===== src/rtl/pac_rx_deframer.sv =====
// pac_rx_deframer: splits the 125 MHz byte stream into packets on each
// pac_stp pulse, validates the 4-byte header, streams the payload with
// sop/eop markers and checks the trailing big-endian 16-bit sum.
module pac_rx_deframer #(
  parameter logic [7:0] SYNC0     = 8'hA5,
  parameter logic [7:0] SYNC1     = 8'h5A,
  parameter int         VID_FIRST = 16,
  parameter int         LEN_VID   = 1943,
  parameter int         LEN_OTH   = 2071
) (
  input  logic        clk,
  input  logic        rst_n,
  input  logic        pac_stp,
  input  logic [7:0]  rx_data,
  output logic [7:0]  pay_data,
  output logic        pay_vld,
  output logic        pay_sop,
  output logic        pay_eop,
  output logic [10:0] pkt_num,
  output logic        pkt_ok,
  output logic        pkt_err,
  output logic [2:0]  err_code,
  output logic [15:0] err_cnt
);

  localparam logic [1:0] IDLE = 2'd0;
  localparam logic [1:0] HDR  = 2'd1;
  localparam logic [1:0] PAY  = 2'd2;
  localparam logic [1:0] CHK  = 2'd3;

  localparam logic [11:0] VID_W = 12'(VID_FIRST);
  localparam logic [11:0] LV_W  = 12'(LEN_VID);
  localparam logic [11:0] LO_W  = 12'(LEN_OTH);

  logic [1:0]  state, state_nxt;
  logic [11:0] idx, idx_nxt;
  logic [15:0] sum, sum_nxt;
  logic [7:0]  chk_hi, chk_hi_nxt;
  logic [2:0]  num_hi, num_hi_nxt;
  logic [11:0] pkt_len, pkt_len_nxt;

  logic [7:0]  pay_data_nxt;
  logic        pay_vld_nxt, pay_sop_nxt, pay_eop_nxt;
  logic [10:0] pkt_num_nxt;
  logic        pkt_ok_nxt, pkt_err_nxt;
  logic [2:0]  err_code_nxt;

  logic        active, hdr_bad;
  logic [1:0]  cur_st;
  logic [11:0] cur_idx;

  // Error counter increment that sticks at all-ones.
  function automatic logic [15:0] sat_inc(input logic [15:0] v);
    return (v == 16'hFFFF) ? v : v + 16'd1;
  endfunction

  // Per-byte decode: a pac_stp always makes the current byte i0 of a fresh
  // header, aborting whatever packet was still in progress.
  always_comb begin
    active       = pac_stp || (state != IDLE);
    cur_st       = pac_stp ? HDR : state;
    cur_idx      = pac_stp ? 12'd0 : idx;
    hdr_bad      = 1'b0;
    state_nxt    = state;
    idx_nxt      = active ? cur_idx + 12'd1 : idx;
    sum_nxt      = sum;
    chk_hi_nxt   = chk_hi;
    num_hi_nxt   = num_hi;
    pkt_len_nxt  = pkt_len;
    pay_data_nxt = 8'd0;
    pay_vld_nxt  = 1'b0;
    pay_sop_nxt  = 1'b0;
    pay_eop_nxt  = 1'b0;
    pkt_num_nxt  = pkt_num;
    pkt_ok_nxt   = 1'b0;
    pkt_err_nxt  = 1'b0;
    err_code_nxt = 3'b000;

    // Truncated packet. The eop closing a cut payload is a bare marker
    // (pay_vld low) so the new packet's sync byte never leaks into it.
    if (pac_stp && (state != IDLE)) begin
      pkt_err_nxt     = 1'b1;
      err_code_nxt[2] = 1'b1;
      pay_eop_nxt     = (state == PAY);
    end

    if (active) begin
      case (cur_st)
        HDR: begin
          sum_nxt = ((cur_idx == 12'd0) ? 16'd0 : sum) + {8'd0, rx_data};
          if (cur_idx == 12'd0)      hdr_bad = (rx_data != SYNC0);
          else if (cur_idx == 12'd1) hdr_bad = (rx_data != SYNC1);
          else if (cur_idx == 12'd2) hdr_bad = |rx_data[7:3];
          state_nxt = HDR;
          if (hdr_bad) begin
            pkt_err_nxt     = 1'b1;
            err_code_nxt[1] = 1'b1;
            state_nxt       = IDLE;
          end else if (cur_idx == 12'd2) begin
            num_hi_nxt = rx_data[2:0];
          end else if (cur_idx == 12'd3) begin
            pkt_num_nxt = {num_hi, rx_data};
            pkt_len_nxt = ({1'b0, num_hi, rx_data} >= VID_W) ? LV_W : LO_W;
            state_nxt   = PAY;
          end
        end
        PAY: begin
          sum_nxt      = sum + {8'd0, rx_data};
          pay_data_nxt = rx_data;
          pay_vld_nxt  = 1'b1;
          pay_sop_nxt  = (cur_idx == 12'd4);
          if (cur_idx == pkt_len - 12'd3) begin
            pay_eop_nxt = 1'b1;
            state_nxt   = CHK;
          end
        end
        CHK: begin
          if (cur_idx == pkt_len - 12'd2) begin
            chk_hi_nxt = rx_data;
          end else begin
            state_nxt = IDLE;
            if ({chk_hi, rx_data} == sum) begin
              pkt_ok_nxt = 1'b1;
            end else begin
              pkt_err_nxt     = 1'b1;
              err_code_nxt[0] = 1'b1;
            end
          end
        end
        default: state_nxt = IDLE;
      endcase
    end
  end

  // State and registered outputs; reset drops any packet without status.
  always_ff @(posedge clk or negedge rst_n) begin
    if (!rst_n) begin
      state    <= IDLE;
      idx      <= 12'd0;
      sum      <= 16'd0;
      chk_hi   <= 8'd0;
      num_hi   <= 3'd0;
      pkt_len  <= 12'd0;
      pay_data <= 8'd0;
      pay_vld  <= 1'b0;
      pay_sop  <= 1'b0;
      pay_eop  <= 1'b0;
      pkt_num  <= 11'd0;
      pkt_ok   <= 1'b0;
      pkt_err  <= 1'b0;
      err_code <= 3'b000;
      err_cnt  <= 16'd0;
    end else begin
      state    <= state_nxt;
      idx      <= idx_nxt;
      sum      <= sum_nxt;
      chk_hi   <= chk_hi_nxt;
      num_hi   <= num_hi_nxt;
      pkt_len  <= pkt_len_nxt;
      pay_data <= pay_data_nxt;
      pay_vld  <= pay_vld_nxt;
      pay_sop  <= pay_sop_nxt;
      pay_eop  <= pay_eop_nxt;
      pkt_num  <= pkt_num_nxt;
      pkt_ok   <= pkt_ok_nxt;
      pkt_err  <= pkt_err_nxt;
      err_code <= err_code_nxt;
      err_cnt  <= pkt_err_nxt ? sat_inc(err_cnt) : err_cnt;
    end
  end

endmodule


===== config.mk =====
export PLATFORM = sky130hd
export DESIGN_NAME = pac_rx_deframer
export DESIGN_NICKNAME = d
export VERILOG_FILES = /design/src/rtl/pac_rx_deframer.sv
export SDC_FILE = /design/constraint.sdc
export NUM_CORES = 1
export LEC_CHECK = 0
export BUFFER_PORTS_ARGS = -buffer_cell sky130_fd_sc_hd__buf_4
export CAP_MARGIN = 20
export CORE_ASPECT_RATIO = 0.5
export CORE_UTILIZATION = 27
export DETAILED_ROUTE_END_ITERATION = 16
export MAX_ROUTING_LAYER = met4
export PLACE_DENSITY_LB_ADDON = 0.1
export REMOVE_ABC_BUFFERS = 1
export SYNTH_ARGS = -nofsm -noshare
export SYNTH_HDL_FRONTEND = slang
export SYNTH_SLANG_ARGS = --single-unit

===== constraint.sdc =====
create_clock -name clk -period 3.59 [get_ports clk]
set_input_delay 0.1795 -clock clk [delete_from_list [all_inputs] [get_ports clk]]
set_output_delay 0.1795 -clock clk [all_outputs]
set_load 0.005 [all_outputs]

# Word level (Yosys, flattened, before mapping)

Index checks and enable logic that the tools add are counted.

Shift operators: 0
Multiply operators: 0
Add/subtract/negate cells: 6
Bitwise logic cells: 3
Multiplexer cells: 42
Divide/modulo/power cells: 0
Reduce and logical (&&, ||, !) cells: 12
Equality and inequality tests: 16
$lt $le $gt $ge: 1

Operators by type and width:

| operator                                                               | number |
|---|---|
| 16-bit by 8-bit adder with 16-bit output                               | 2 |
| 16-bit one-hot mux with 2 select lines                                 | 1 |
| 1-bit two-way mux                                                      | 27 |
| 12-bit == test                                                         | 2 |
| 12-bit by 2-bit == test with 1-bit output, second input constant       | 2 |
| 12-bit two-way mux                                                     | 2 |
| 12-bit by 2-bit subtractor with 12-bit output, second input constant   | 2 |
| 16-bit by 1-bit adder with 16-bit output, second input constant        | 1 |
| 16-bit == test                                                         | 1 |
| 16-bit == test, second input constant                                  | 1 |
| 16-bit two-way mux                                                     | 1 |
| 8-bit two-way mux                                                      | 2 |
| 2-bit two-way mux                                                      | 7 |
| 12-bit by 1-bit adder with 12-bit output, second input constant        | 1 |
| 12-bit by 1-bit == test with 1-bit output, second input constant       | 1 |
| 12-bit by 3-bit == test with 1-bit output, second input constant       | 1 |
| 12-bit zero test                                                       | 1 |
| 11-bit by 5-bit >= comparator with 1-bit output, second input constant | 1 |
| 8-bit by 7-bit != test with 1-bit output, second input constant        | 1 |
| 8-bit != test, second input constant                                   | 1 |
| 2-bit == test, second input constant                                   | 3 |
| 2-bit one-hot mux with 3 select lines                                  | 1 |
| 3-bit AND reduction                                                    | 2 |
| 5-bit AND reduction                                                    | 1 |
| other kinds (10)                                                       | 15 |

Flip-flop bits (word level): 96
Word-level logic and storage cells: 95
Memories: 0
Memory bits (read-only): 0
RAM bits: 0
Bits in latches: 0

# Longest topological paths before layout

Gate-level depths: netlist of run 1.

Depth in word-level cells: 11
Mapped depth: 18

# Least setup slack after synthesis of run 1

OpenSTA, ideal clock, no wires.

Path type: input-to-reg
Start: input pac_stp
End: register sum[14]
Arrival time: 3.732 ns
Buffers on the path: 3
Setup time: 0.110 ns
Path slack: -0.252 ns
Cell stages on the path: 18
Data required time: 3.480 ns
Cells stage by stage: clkbuf_1 clkbuf_1 nand2b_1 inv_1 ha_1 inv_1 and3_1 clkbuf_1 nor2b_1 ha_1 fa_1 a21o_1 a21oi_1 nor2b_1 o21a_1 o41ai_1 o311ai_0 o41ai_1

Longest elaborated chain between the ends: 5
Elaborated cells between the ends (all ways): 11
Classes of those cells: add/sub (1); eq/ne (2); mux (4); reduce/logical (4)

Ends and longest elaborated chain:

| item                                     | line | source |
|---|---|---|
| from (decl)                              | 13   | `input logic pac_stp,` |
| 12-bit two-way mux                       | 62   | `cur_idx = pac_stp ? 12'd0 : idx;` |
| 12-bit zero test                         | 90   | `sum_nxt = ((cur_idx == 12'd0) ? 16'd0 : sum) + {8'd0, rx_data};` |
| 16-bit two-way mux                       | 90   |  |
| 16-bit by 8-bit adder with 16-bit output | 90   |  |
| 16-bit one-hot mux with 2 select lines   | 88   | `case (cur_st)` |
| to (signal assigned)                     | 156  | `sum <= sum_nxt;` |
| to (decl)                                | 37   | `logic [15:0] sum, sum_nxt;` |

Parallel ways exist; a longest one is shown, timed or not.
A chain may end at the register's enable or synchronous reset.

# Worst setup path after layout of run 1

Start: register idx[4]
End: register sum[14]

Longest elaborated chain between the ends: 5

Ends and longest elaborated chain:

| item                                     | line | source |
|---|---|---|
| from (decl)                              | 36   | `logic [11:0] idx, idx_nxt;` |
| from (signal assigned)                   | 155  | `idx <= idx_nxt;` |
| 12-bit two-way mux                       | 62   |  |
| 12-bit zero test                         | 90   |  |
| 16-bit two-way mux                       | 90   |  |
| 16-bit by 8-bit adder with 16-bit output | 90   |  |
| 16-bit one-hot mux with 2 select lines   | 88   |  |

No other way between the ends.

==> results.json, run 1 <==
{
  "status": "complete, but fails checks",
  "violations": "negative hold slack",
  "h-tree-depth": 3,
  "core_mm2": 0.0166,
  "fillerInstances": 1733,
  "drv_cap": 0,
  "grtUsageTotal": 0.139,
  "ys_warn_count": 0,
  "critPathCapture": "sum[14]$_DFFE_PN0P_",
  "rows": 33,
  "final_nets": 546,
  "synth.top_cells.by_area": "dfrtp_1 47%, xnor2_1 7.5%, mux2_2 5.6%",
  "place.gp.congestion": 0.769,
  "avgSynthCellArea_um2": 10.3,
  "clockRootBuffer": "clkbuf_16",
  "grt_first_pass_wirelength_um": 18700,
  "antenna_found_initial": 0,
  "vdd_drop_max_mv": 0.230,
  "powerDensity_mw_per_mm2": 637,
  "cts_max_path_buffers": 2,
  "cp.arrival_ns": 3.64,
  "diodes": 0,
  "finalCritPeriodShare": 0.949,
  "overflow": 0,
  "cts_made_buffers": 9,
  "worstMarginPinSlew_ns": 0.911,
  "synthCells": 451,
  "dp_slack_ns": 0.218,
  "die_w_um": 188,
  "die_h_um": 94.9,
  "postSynth.asyncResetShare": 1.00,
  "whs_ns": -0.0383,
  "path_max_fanout": 8,
  "seq_area_frac_synth": 0.468,
  "start_kind": "flop",
  "final_antenna_net_count": 0,
  "rsz0062_at_grt": "no",
  "dp_hpwl_um": 8040,
  "synth_top_area_frac": 0.468,
  "cp.required_ns": 3.83,
  "first_global_vias": 3468,
  "slew_violations": 0,
  "postCtsSetupRepairBufs": 0,
  "wl_um": 11200,
  "cts.clk_slew.worst_paths_ns": 0.07,
  "clock_latency_ns": 0.34,
  "skew_ns": 0.0109,
  "p_int_w": 0.00238,
  "routedWlPerCell_um": 15.1,
  "finalSetupViolCount": 0,
  "max_freq_mhz": 293,
  "firstDrtPassIters": 4,
  "crit_start": "idx[4]$_DFFE_PN0N_",
  "cts_tree": "yes",
  "power_switching_w": 0.00124,
  "worstSetupEndpointType": "flop",
  "yosys.area.top_type": "dfrtp_1",
  "area_growth_pct": 22.2,
  "ys_seq_elements": 87,
  "seqPwrFrac": 0.376,
  "grt_max_degree": 68,
  "drtIter0Drc": 185,
  "reg2regPathDepth": 14,
  "sw_frac_of_total": 0.343,
  "start_util": 0.280,
  "clock_power_share": 0.273,
  "final_common_cell": "dfrtp_1",
  "combPwrFrac": 0.350,
  "crit-reg2reg-launch": "idx[4]$_DFFE_PN0N_",
  "via_per_inst": 4.58,
  "io_pins": 54,
  "synth_edf_count": 0,
  "drc": 0,
  "r2r_slack_ns": 0.18,
  "layout_common_cells": "87 x dfrtp_1, 67 x buf_4, 43 x nand2_1",
  "fin_crit_ns": 3.41,
  "drive_above_1_share": 0.210,
  "dr_total_vias": 3419,
  "worst_slack_ns": 0.181,
  "relSlewSlack": 0.393,
  "io_buffer_count": 53,
  "hold_class": "primary input to async pin",
  "rr_endpoint": "sum[14]$_DFFE_PN0P_",
  "netlist-cell-type-count": 51,
  "dieArea_mm2": 0.0178,
  "synth_ff_type": "dfrtp_1",
  "clock-sinks": 87,
  "crit_type": "flop to flop",
  "finalHoldViolCount": 43,
  "leakage_nw": 2.69,
  "synth_area_mm2": 0.00466
}
## flip-flops by register name, summed over array words and instances (netlist names)
| name | count |
|---|---|
| chk_hi | 8 |
| err_cnt | 16 |
| err_code | 3 |
| idx | 12 |
| num_hi | 3 |
| pay_data | 8 |
| pay_eop | 1 |
| pay_sop | 1 |
| pay_vld | 1 |
| pkt_err | 1 |
| pkt_len | 3 |
| pkt_num | 11 |
| pkt_ok | 1 |
| state | 2 |
| sum | 16 |
## worst max-delay path: stages, from the launching register on
cell,delay (ns)
dfrtp_1,0.42
nor4_1,0.34
a41o_1,0.29
and3_1,0.25
nor2b_1,0.07
ha_1,0.21
fa_1,0.41
a21o_1,0.17
a21oi_1,0.23
nor2b_1,0.08
o21a_1,0.19
o41ai_1,0.24
buf_4,0.20
o311ai_0,0.12
o41ai_1,0.09
## synth_stat cells (4+ instances only)
| cell | number |
|---|---|
| and3_1 | 18 |
| nand4_1 | 17 |
| a21o_1 | 7 |
| xor2_1 | 13 |
| dfrtp_1 | 87 |
| inv_1 | 12 |
| nand2b_1 | 7 |
| ha_1 | 20 |
| nor2b_1 | 14 |
| nand3_1 | 14 |
| o21ai_0 | 13 |
| clkbuf_1 | 11 |
| nor2_1 | 33 |
| nor3_1 | 9 |
| mux2_2 | 23 |
| or3_1 | 4 |
| nand2_1 | 43 |
| and2_1 | 4 |
| xnor2_1 | 40 |
| a21oi_1 | 11 |
## logic make-up (layout without fill, tap and decap cells)
logic type               count (synthesis)  in the layout  share of synthesized area
AND/OR/NAND/NOR                        183            183                      0.209
adder cells (fa/ha/maj)                 21             21                     0.0580
XOR/XNOR                                53             53                     0.0997
flip-flops                              87             87                      0.468
AO/OA/AOI/OAI                           54             54                     0.0779
buffers and inverters                   27             95                     0.0247
multiplexers                            26             26                     0.0626
## worst min-delay path by stage
stage / startpoint / to / slack (ns)
3_3_place_gp: rst_n / sum[7]$_DFFE_PN0P_ / 0.38
6_report: rst_n / sum[7]$_DFFE_PN0P_ / -0.04
3_5_place_dp: rst_n / sum[7]$_DFFE_PN0P_ / 0.37
5_1_grt: rst_n / sum[7]$_DFFE_PN0P_ / 0.05
4_1_cts: rst_n / sum[7]$_DFFE_PN0P_ / 0.004
2_1_floorplan: rst_n / chk_hi[0]$_DFFE_PN0P_ / -0.12
## through the flow
step / util / std cells / total power (W) / TNS [ns] / instance area, µm²
finish: 0.343 / 746 / 0.00362 / 0 / 5690
global route: 0.343 / 746 / 0.00389 / 0 / 5690
CTS: 0.343 / 746 / 0.00368 / 0 / 5690
detailed placement: 0.324 / 730 / 0.00267 / 0 / 5370
global placement: 0.324 / 730 / 0.00267 / 0 / 5370
floorplan: - / 436 / 0.00217 / -0.0190 / 4590
## timing repair
item                                    in CTS  in global routing
endpoints found under the setup margin       0                  3
hold buffers                                 0                  0
gates resized for setup                      0                  1
## metal layers
layer,vias to the layer above,share of wire,track usage
li1,1712,-,-
met1,1657,0.49,0.177
met2,40,0.47,0.225
met3,10,0.031,0.0294
met4,0,0.0060,0.0339
met5,-,0,-
## area by class of cell
cell class | count | area, µm² | area share
Clock buffer | 10 | 239 | 0.0420
Tap cell | 227 | 284 | 0.0499
Inverter | 12 | 45.0 | 0.00792
Timing Repair Buffer | 67 | 503 | 0.0884
Multi-Input combinational cell | 337 | 2370 | 0.416
Clock inverter | 6 | 75.1 | 0.0132
Sequential cell | 87 | 2180 | 0.383
## power by group through the flow
stage                     combinational, W  clock [W]  sequential [W]
after global placement             0.00129          0         0.00138
after detailed placement           0.00128          0         0.00139
after CTS                          0.00129    0.00102         0.00137
after floorplan                   0.000808          0         0.00136
final                              0.00127   0.000990         0.00136
after global routing               0.00143    0.00106         0.00140
No activity file was read; power rests on OpenSTA's default activity.
==> inputs of run 2 (changes only) <==
--- a/config.mk
+++ b/config.mk
@@ -11,7 +11,6 @@
 export CORE_UTILIZATION = 27
 export DETAILED_ROUTE_END_ITERATION = 16
 export MAX_ROUTING_LAYER = met4
-export PLACE_DENSITY_LB_ADDON = 0.1
 export REMOVE_ABC_BUFFERS = 1
 export SYNTH_ARGS = -nofsm -noshare
 export SYNTH_HDL_FRONTEND = slang
==> results.json, run 2 (synthesis results as in run 1) <==
{
  "reg_top3": "err_cnt (16), sum (16), idx (12)",
  "fin_util": 0.342,
  "whs_ns": -0.0246,
  "wl_um": 10800,
  "cp.arrival_ns": 3.55,
  "skew_ns": 0.00675,
  "max_freq_mhz": 301,
  "dp_slack_ns": 0.156,
  "clockRootBuffer": "clkbuf_16",
  "vdd_drop_max_mv": 0.281,
  "area_growth_pct": 22.1,
  "hold_class": "primary input to async pin",
  "cts_made_buffers": 9,
  "drv_cap": 0,
  "violations": "negative hold slack",
  "rr_endpoint": "sum[14]$_DFFE_PN0P_",
  "worstMarginPinSlew_ns": 0.949,
  "io_pins": 54,
  "first_global_vias": 3623,
  "start_kind": "flop",
  "final_antenna_net_count": 0,
  "dieArea_mm2": 0.0178,
  "rsz0062_at_grt": "no",
  "worstSetupEndpointType": "flop",
  "crit_type": "flop to flop",
  "grt_max_degree": 75,
  "grt_first_pass_wirelength_um": 18300,
  "grtUsageTotal": 0.133,
  "cts_tree": "yes",
  "relSlewSlack": 0.367,
  "die_w_um": 188,
  "status": "complete, but fails checks",
  "fin_crit_ns": 3.33,
  "die_h_um": 94.9,
  "ctsHoldBuffers": 0,
  "routedWlPerCell_um": 14.5,
  "dp_hpwl_um": 7670,
  "final_nets": 544,
  "antenna_found_initial": 0,
  "rows": 33,
  "slew_violations": 0,
  "critPathSlowestCell": "dfrtp_1",
  "finalSetupViolCount": 0,
  "start_util": 0.280,
  "worst_slack_ns": 0.263,
  "firstDrtPassIters": 4,
  "drtIter0Drc": 151,
  "place.gp.congestion": 0.823,
  "dr_total_vias": 3479,
  "clock_latency_ns": 0.34,
  "leakage_nw": 2.68,
  "stdcell_count": 744,
  "dp_cells": 727,
  "path_max_fanout": 8,
  "io_buffer_count": 53,
  "reg2regPathDepth": 14,
  "via_per_inst": 4.68,
  "path_cells": "nor4_2 > a41o_1 > and3_2 > nor2b_1 > ha_1 > fa_1 > a21o_1 > a21oi_1 > nor2b_1 > o21a_1 > o41ai_1 > buf_4 > o311ai_0 > o41ai_1",
  "overflow": 0,
  "cp_num_buf_inv": 1,
  "cp.required_ns": 3.81,
  "h-tree-depth": 3,
  "cts_max_path_buffers": 2,
  "cts.clk_slew.worst_paths_ns": 0.06,
  "final_common_cell": "dfrtp_1",
  "layout_common_cells": "87 x dfrtp_1, 65 x buf_4, 43 x nand2_1",
  "clock-sinks": 87,
  "diodes": 0,
  "drive_above_1_share": 0.213,
  "core_mm2": 0.0166,
  "slowest_delay_ns": 0.43,
  "powerDensity_mw_per_mm2": 634,
  "finalHoldViolCount": 7,
  "finalCritPeriodShare": 0.927,
  "crit_family": "compound AO/OA/AOI/OAI gates",
  "r2r_slack_ns": 0.26,
  "crit-reg2reg-launch": "idx[4]$_DFFE_PN0N_",
  "drc": 0
}
[run 2: cell types whose count changed in the layout (fill, tap and decap cells not counted), sizes merged]
cell and change:
buf -2, clkbuf +2, clkinvlp -1, inv -2, clkinv +1
[run 2: report_power, final]
| group | switching [W] | leakage, nW | internal, W |
|---|---|---|---|
| clock | 0.000383 | 0.153 | 0.000580 |
| combinational | 0.000654 | 1.37 | 0.000621 |
| sequential | 0.000180 | 1.16 | 0.00119 |
| total | 0.00122 | 2.68 | 0.00239 |
[run 2: how the worst max path moves through the flow]
stage	from	to	slack, ns	cells past startpoint
global placement	idx[4]$_DFFE_PN0N_	sum[12]$_DFFE_PN0P_	0.24	14
finish	idx[4]$_DFFE_PN0N_	sum[14]$_DFFE_PN0P_	0.26	14
global route	idx[4]$_DFFE_PN0N_	sum[10]$_DFFE_PN0P_	0.006	14
floorplan	idx[3]$_DFFE_PN0N_	sum[14]$_DFFE_PN0P_	-0.009	13
detailed placement	idx[0]$_DFFE_PN0N_	sum[15]$_DFFE_PN0P_	0.16	13
CTS	idx[0]$_DFFE_PN0N_	sum[15]$_DFFE_PN0P_	0.15	13
[run 2: cell type report]
class	instances	area [µm²]
Tap cell	227	284
Fill cell	1674	10900
Clock buffer	12	256
Sequential cell	87	2180
Clock inverter	4	52.6
Timing Repair Buffer	65	488
Multi-Input combinational cell	337	2380
Inverter	12	45.0
[run 2: through the flow]
stage / area (µm²) / setup TNS [ns] / hold slack (ns) / power [W]
final: 5680 / 0 / -0.0246 / 0.00360
after global routing: 5680 / 0 / 0.0719 / 0.00387
after CTS: 5660 / 0 / 0.0317 / 0.00364
after detailed placement: 5350 / 0 / 0.396 / 0.00266
after global placement: 5350 / 0 / 0.389 / 0.00263
after floorplan: 4590 / -0.0190 / -0.116 / 0.00217
[run 2: timing repair]
action	CTS	global route
buffers inserted	0	1
setup endpoints to repair	0	8
resized for setup	0	5
[run 2: routing by layer]
metal / vias up / track usage / share of wire
met4: 0 / 0.0413 / 0.0086
li1: 1703 / - / -
met5: - / - / 0
met3: 8 / 0.0271 / 0.030
met2: 47 / 0.217 / 0.48
met1: 1721 / 0.168 / 0.48
